===== config.mk =====
export PLATFORM = sky130hd
export DESIGN_NAME = pixel_coord_generator
export DESIGN_NICKNAME = d
export VERILOG_FILES = /design/src/rtl/pixel_coord_generator.sv
export SDC_FILE = /design/constraint.sdc
export NUM_CORES = 1
export LEC_CHECK = 0
export ABC_AREA = 0
export CELL_PAD_IN_SITES_DETAIL_PLACEMENT = 1
export CELL_PAD_IN_SITES_GLOBAL_PLACEMENT = 2
export CORE_MARGIN = 4
export CORE_UTILIZATION = 25
export CTS_CLUSTER_DIAMETER = 80
export CTS_CLUSTER_SIZE = 30
export DETAILED_ROUTE_END_ITERATION = 12
export PLACE_DENSITY = 0.77
export SETUP_SLACK_MARGIN = 0.4
export SLEW_MARGIN = 5
export SYNTH_ARGS = -nofsm -noshare
export SYNTH_HDL_FRONTEND = slang
export SYNTH_SLANG_ARGS = --single-unit

===== constraint.sdc =====
create_clock -name clk -period 1.84 [get_ports clk]
set_input_delay 0.184 -clock clk [delete_from_list [all_inputs] [get_ports clk]]
set_output_delay 0.184 -clock clk [all_outputs]
set_load 0.01 [all_outputs]

===== src/rtl/pixel_coord_generator.sv =====
// pixel_coord_generator
//   Walks a SCREEN_WIDTH x SCREEN_HEIGHT raster in row-major order and hands
//   each (x, y) to a downstream consumer over a valid/ready handshake.
//
//   Ports
//     clk           rising-edge clock
//     rst           synchronous active-high reset
//     start         frame request, only looked at while idle
//     coords_ready  downstream accepts the presented coordinate
//     screen_x/y    32-bit coordinate, integer part in [15:0], [31:16] zero
//     coords_valid  screen_x/screen_y carry a coordinate
//     sof/eol/eof   first pixel / last pixel of line / last pixel of frame
//     busy          frame in progress
//     frame_done    one-cycle pulse after the last pixel of a frame is taken
//     frame_count   completed frames, 16-bit wrapping
//
//   Optional feature: define CONTINUOUS_FRAME_EN to roll straight from the
//   last pixel of a frame into (0,0) of the next one with no idle gap.

`ifndef SCREEN_WIDTH
`define SCREEN_WIDTH 640
`endif
`ifndef SCREEN_HEIGHT
`define SCREEN_HEIGHT 480
`endif

module pixel_coord_generator #(
  parameter int SCREEN_WIDTH  = `SCREEN_WIDTH,
  parameter int SCREEN_HEIGHT = `SCREEN_HEIGHT
) (
  input  logic        clk,
  input  logic        rst,
  input  logic        start,
  input  logic        coords_ready,
  output logic [31:0] screen_x,
  output logic [31:0] screen_y,
  output logic        coords_valid,
  output logic        sof,
  output logic        eol,
  output logic        eof,
  output logic        busy,
  output logic        frame_done,
  output logic [15:0] frame_count
);

  typedef enum logic {IDLE, SCAN} state_t;

  localparam logic [15:0] X_LAST = 16'(SCREEN_WIDTH - 1);
  localparam logic [15:0] Y_LAST = 16'(SCREEN_HEIGHT - 1);

  state_t      state_q, state_d;
  logic [15:0] x_q, x_d, y_q, y_d;
  logic [15:0] cnt_q, cnt_d;
  logic        done_q, done_d;
  logic        last_x, last_y, xfer;

  always_ff @(posedge clk) begin
    if (rst) begin
      state_q <= IDLE;
      x_q     <= '0;
      y_q     <= '0;
      cnt_q   <= '0;
      done_q  <= 1'b0;
    end else begin
      state_q <= state_d;
      x_q     <= x_d;
      y_q     <= y_d;
      cnt_q   <= cnt_d;
      done_q  <= done_d;
    end
  end

  // Valid is simply "in SCAN": the coordinate registers only move on a
  // transfer, so a stall holds them (and the flags derived from them).
  assign coords_valid = (state_q == SCAN);
  assign busy         = coords_valid;
  assign xfer         = coords_valid && coords_ready;
  assign last_x       = (x_q == X_LAST);
  assign last_y       = (y_q == Y_LAST);

  assign sof = coords_valid && (x_q == '0) && (y_q == '0);
  assign eol = coords_valid && last_x;
  assign eof = coords_valid && last_x && last_y;

  always_comb begin
    state_d = state_q;
    x_d     = x_q;
    y_d     = y_q;
    cnt_d   = cnt_q;
    done_d  = 1'b0;
    case (state_q)
      IDLE: if (start) state_d = SCAN;  // counters already sit at (0,0)
      SCAN: begin
        if (xfer) begin
          if (!last_x) begin
            x_d = x_q + 16'd1;
          end else begin
            x_d = '0;
            if (!last_y) begin
              y_d = y_q + 16'd1;
            end else begin
              // Frame complete: counters return to (0,0) either for the
              // next back-to-back frame or for the next start in IDLE.
              y_d    = '0;
              done_d = 1'b1;
              cnt_d  = cnt_q + 16'd1;
`ifdef CONTINUOUS_FRAME_EN
              state_d = SCAN;
`else
              state_d = IDLE;
`endif
            end
          end
        end
      end
      default: state_d = IDLE;
    endcase
  end

  assign screen_x    = {16'h0, x_q};
  assign screen_y    = {16'h0, y_q};
  assign frame_done  = done_q;
  assign frame_count = cnt_q;

endmodule


==> After elaboration in Yosys (flattened, before gate mapping) <==
Index checks and enable logic that the tools add are counted.
{ "totals": {"ram_bits": 0, "register_bits": 50, "in_bits": 4, "romBits": 0, "mem_count": 0, "latchBits": 0} }
{ "op_classes": {"bitwise": 3, "eq_ne": 2, "reduce_logical": 11, "mul": 0, "addsub": 3, "mux": 8, "order_cmp": 0, "n_div": 0, "shifts": 0} }
{ "op_table": {"columns": ["op", "n"], "rows": [
  ["$add 16x1->16 const B", 3],
  ["$logic_not 16->1", 2],
  ["$mux 16", 2],
  ["$eq 16x10->1 const B", 1],
  ["$eq 16x9->1 const B", 1],
  ["$logic_and 1x1->1", 5],
  ["$mux 1", 5],
  ["$reduce_and 4->1", 1],
  ["$reduce_or 4->1", 1],
  ["$not 1->1", 3],
  ["$reduce_and 3->1", 1],
  ["$pmux 1 s2", 1],
  ["$reduce_and 2->1", 1]
]} }

==> Longest topological paths before layout <==
{ "depth": {"word_depth": 5, "ltp_mapped": 8} }

==> Least setup slack after synthesis <==
OpenSTA, ideal clock, no wires.
{ "synth_path": {"path_type": "register to register", "from": "register x_q[0]", "to": "register cnt_q[10] (netlist: frame_count[10])", "setup_slack_ns": -0.179, "period_less_slack_ns": 2.019, "arrival_time_ns": 1.899, "stages_incl_launch_ff": 8, "t_required_ns": 1.719, "setup_time_ns": 0.121, "n_path_buf": 2, "cell_sequence": "dfxtp_1 ha_1 and4_1 clkbuf_2 nand3_2 clkbuf_1 nor4_1 mux2_2"} }
{ "synth_via": {"elab_chain_cells": 2} }
{ "synth_rtl": {"columns": ["item", "line", "text"], "rows": [
  ["start, declared", "52", "logic [15:0] x_q, x_d, y_q, y_d;"],
  ["start signal, assigned", "60", "x_q <= '0;"],
  ["start signal, assigned", "66", "x_q <= x_d;"],
  ["$eq 16x10->1", "78", "assign last_x = (x_q == X_LAST);"],
  ["$reduce_and 4->1 (no line)", null, null],
  ["end signal, assigned", "68", "cnt_q <= cnt_d;"],
  ["end, declared", "53", "logic [15:0] cnt_q, cnt_d;"]
]} }
No other way between the ends.
A chain may end at the register's enable or synchronous reset.

==> Worst setup path after layout <==
{ "layout_path": {"from": "register y_q[14]", "to": "register cnt_q[13] (netlist: frame_count[13])"} }
{ "layout_via": {"elab_chain_cells": 2} }
{ "layout_rtl": {"columns": ["item", "line", "text"], "rows": [
  ["start, declared", "52", null],
  ["start signal, assigned", "67", "y_q <= y_d;"],
  ["$eq 16x9->1", "79", "assign last_y = (y_q == Y_LAST);"],
  ["$reduce_and 4->1 (no line)", null, null]
]} }
No other way between the ends.

==> results.json <==
{
  "grt_pass1_wl_um": 20600,
  "fin_util": 0.480,
  "critPathSlowestCell": "dfxtp_2",
  "drc": 0,
  "yosysMostFrequentCell": "dfxtp_1",
  "synth_commonest_cells": "50 x dfxtp_1, 33 x buf_4, 33 x nor2_1",
  "drt_iter0_markers": 118,
  "synth-seq-area-share": 0.326,
  "violations": "setup timing",
  "internal_power_mw": 1.78,
  "hpwl_um": 7670,
  "clkTransAtPathRegs_ns": 0.08,
  "firstDrtPassIters": 4,
  "powerDensity_nw_per_um2": 411,
  "worst_ep_arrival_time_ns": 2.27,
  "synthAdderAreaFrac": 0.0204,
  "r2r_end": "frame_count[13]$_SDFFE_PP0P_",
  "rsz0062_at_grt": "true",
  "h-tree-depth": 2,
  "slowest_delay_ns": 0.34,
  "end_kind": "flip-flop",
  "synthSimpleGateAreaFrac": 0.347,
  "fin_ws_ns": -0.244,
  "synth_top_area_cell": "dfxtp_1",
  "outcome": "finished with violations",
  "synth_warnings": 0,
  "die_h_um": 119,
  "cts_max_path_buffers": 2,
  "p_sw_frac": 0.247,
  "clkLatencyLatePin_ns": 0.30,
  "dpl_worst_slack_ns": -0.167,
  "fmax_mhz": 480,
  "gr-total-overflow": 0,
  "finalSetupViolCount": 29,
  "cts_tree": "built",
  "synth_top_area_share": 0.326,
  "ys_seq_elements": 50,
  "pwr-share-clk": 0.465,
  "syn_area_sq_um": 3070,
  "min_to": "busy$_SDFF_PP0_",
  "grt_pass1_vias": 3704,
  "synth_cells": 371,
  "worstPathMaxFanout": 5,
  "start_kind": "flip-flop",
  "worstPathRequired_ns": 2.03,
  "dr_total_vias": 3515,
  "ios": 90,
  "routed_wl_um": 14100,
  "post-route-min-period_ns": 2.08,
  "critPathTopFamily": "simple AND/OR/NAND/NOR gates",
  "die_w_um": 119,
  "gp_congestion": 0.841,
  "drtAntennaViolNets": 0,
  "rrSetupSlack_ns": -0.24,
  "synth_compound_area_frac": 0.0899,
  "portBuffers": 57,
  "synth_top_flop_cell": "dfxtp_1",
  "ys_types": 43,
  "muxShareOfSynthArea": 0.0545,
  "critPathKind": "flip-flop to flip-flop",
  "area_growth_syn_to_layout_pct": 87.5,
  "p_leak_nw": 2.49,
  "cts_root_buf": "clkbuf_16",
  "maxCapViolations": 0,
  "slew_violations": 0,
  "p_sw_mw": 0.584,
  "rr_worst_depth": 7,
  "num_antenna_cells": 0,
  "final_area_sq_um": 5770,
  "placed_area_sq_um": 4410,
  "cts_buffers": 5,
  "track_usage": 0.180,
  "hold_ws_ns": 0.484,
  "reg2reg_from": "y_q[14]$_SDFFE_PP0P_",
  "synth_edf_count": 0,
  "initial_core_util": 0.256,
  "min-delay-start": "start",
  "fillers": 1343,
  "cp.buffers_inverters": 3,
  "syn_area_per_cell_sq_um": 8.29,
  "post-route-period-util": 1.13,
  "synth_top_family_by_area": "simple AND/OR/NAND/NOR gates",
  "num_rows": 40,
  "synth_xor_area_frac": 0.0370,
  "drive_gt1_frac": 0.492,
  "crit_chain": "nor4_4, nand4_1, buf_6, buf_12, buf_12, nor4_4, mux2_4",
  "whs_path_depth": 3,
  "finalHoldViolations": 0,
  "power_frac_comb": 0.078,
  "p_seq_frac": 0.457,
  "finalNetCount": 545,
  "wl_per_cell_um": 20.6,
  "clock-sinks": 50,
  "ir_drop_v": 0.000478,
  "grt_max_degree": 38,
  "die-area_sq_um": 14100,
  "antenna_found_initial": 0,
  "synthArstFlopShare": 0,
  "layoutNonFillerInstCount": 684,
  "core_sq_um": 12000,
  "hold_path.class": "input pin to flip-flop",
  "dp.cells": 627,
  "fin_skew_ns": 0.00690,
  "synth_area_leaders": "dfxtp_1 33%, buf_4 8.1%, mux2_2 5.1%",
  "post_drt_via_cell_ratio": 5.14
}
## registers in the layout (all words and copies together) (netlist names)
signal and count:
frame_count 16, busy 1, frame_done 1, y_q 16, x_q 16
## how the worst max path moves through the flow
stage | startpoint | endpoint | slack [ns] | cells after the start
2_1_floorplan | y_q[0]$_SDFFE_PP0P_ | frame_count[15]$_SDFFE_PP0P_ | 0.02 | 6
3_3_place_gp | coords_ready | frame_count[8]$_SDFFE_PP0P_ | -0.12 | 6
6_report | y_q[14]$_SDFFE_PP0P_ | frame_count[13]$_SDFFE_PP0P_ | -0.24 | 7
3_5_place_dp | y_q[14]$_SDFFE_PP0P_ | frame_count[11]$_SDFFE_PP0P_ | -0.17 | 5
4_1_cts | y_q[11]$_SDFFE_PP0P_ | frame_count[0]$_SDFFE_PP0P_ | -0.06 | 6
5_1_grt | y_q[14]$_SDFFE_PP0P_ | frame_count[13]$_SDFFE_PP0P_ | -0.31 | 7
## worst register-to-register path: stages, from the launching register on
cell	delay, ns
dfxtp_2	0.34
nor4_4	0.34
nand4_1	0.25
buf_6	0.23
buf_12	0.14
buf_12	0.14
nor4_4	0.20
mux2_4	0.34
## metrics by stage
stage,TNS [ns],power (mW)
floorplan,0,1.24
global placement,-2.25,1.24
detailed placement,-3.34,1.24
CTS,-0.595,2.34
global route,-6.75,2.43
finish,-4.63,2.37
## metal layers
metal | vias to the layer above | global-route usage | wire length, um
met4 | 0 | 0.0543 | 235
li1 | 1636 | - | -
met3 | 17 | 0.0256 | 436
met2 | 81 | 0.327 | 7560
met5 | - | 0 | 0
met1 | 1781 | 0.219 | 5880
## cell type report
| cell class | instances | area, sq um | share of cell area |
|---|---|---|---|
| Timing Repair Buffer | 178 | 1790 | 0.311 |
| Multi-Input combinational cell | 291 | 2520 | 0.438 |
| Clock buffer | 6 | 129 | 0.0224 |
| Clock inverter | 2 | 33.8 | 0.00586 |
| Tap cell | 147 | 184 | 0.0319 |
| Inverter | 10 | 42.5 | 0.00738 |
| Sequential cell | 50 | 1060 | 0.184 |
## cell families after synthesis
logic type | count (synthesis)
multiplexers | 15
XOR/XNOR | 13
adder cells (fa/ha/maj) | 5
AND/OR/NAND/NOR | 181
flip-flops | 50
buffers and inverters | 63
other | 1
AO/OA/AOI/OAI | 43
## what timing repair did
action / CTS / global route
endpoints found under the setup margin: 92 / 58
pin swaps: 42 / 30
setup buffers: 25 / 14
gates resized for setup: 154 / 70
hold buffers: 0 / 0
gates cloned: 9 / 1
## power by group through the flow
stage	Combinational (mW)	Sequential [mW]	Clock [mW]
floorplan	0.127	1.11	0
global placement	0.132	1.11	0
detailed placement	0.134	1.11	0
CTS	0.154	1.08	1.10
global route	0.198	1.08	1.15
finish	0.185	1.08	1.10
## cells in the final DEF (no fill, tap or decap), drive strengths merged, types with 2 or more instances in the layout
| master | n |
|---|---|
| and2 | 5 |
| a21o | 2 |
| and3 | 5 |
| nor4b | 2 |
| inv | 10 |
| buf | 122 |
| nand2 | 20 |
| conb | 32 |
| or4 | 11 |
| nor2b | 14 |
| a21oi | 19 |
| mux2 | 14 |
| xor2 | 4 |
| xnor2 | 9 |
| nor4 | 26 |
| nand4 | 24 |
| and4 | 12 |
| nor2 | 33 |
| nor3 | 12 |
| o31ai | 12 |
| clkdlybuf4s50 | 8 |
| clkbuf | 8 |
| nand3 | 17 |
| dlymetal6s2s | 8 |
| dlygate4sd2 | 37 |
| dfxtp | 50 |
| o21ai | 7 |
| ha | 5 |
Note: power is estimated with default switching activity, not from simulation.
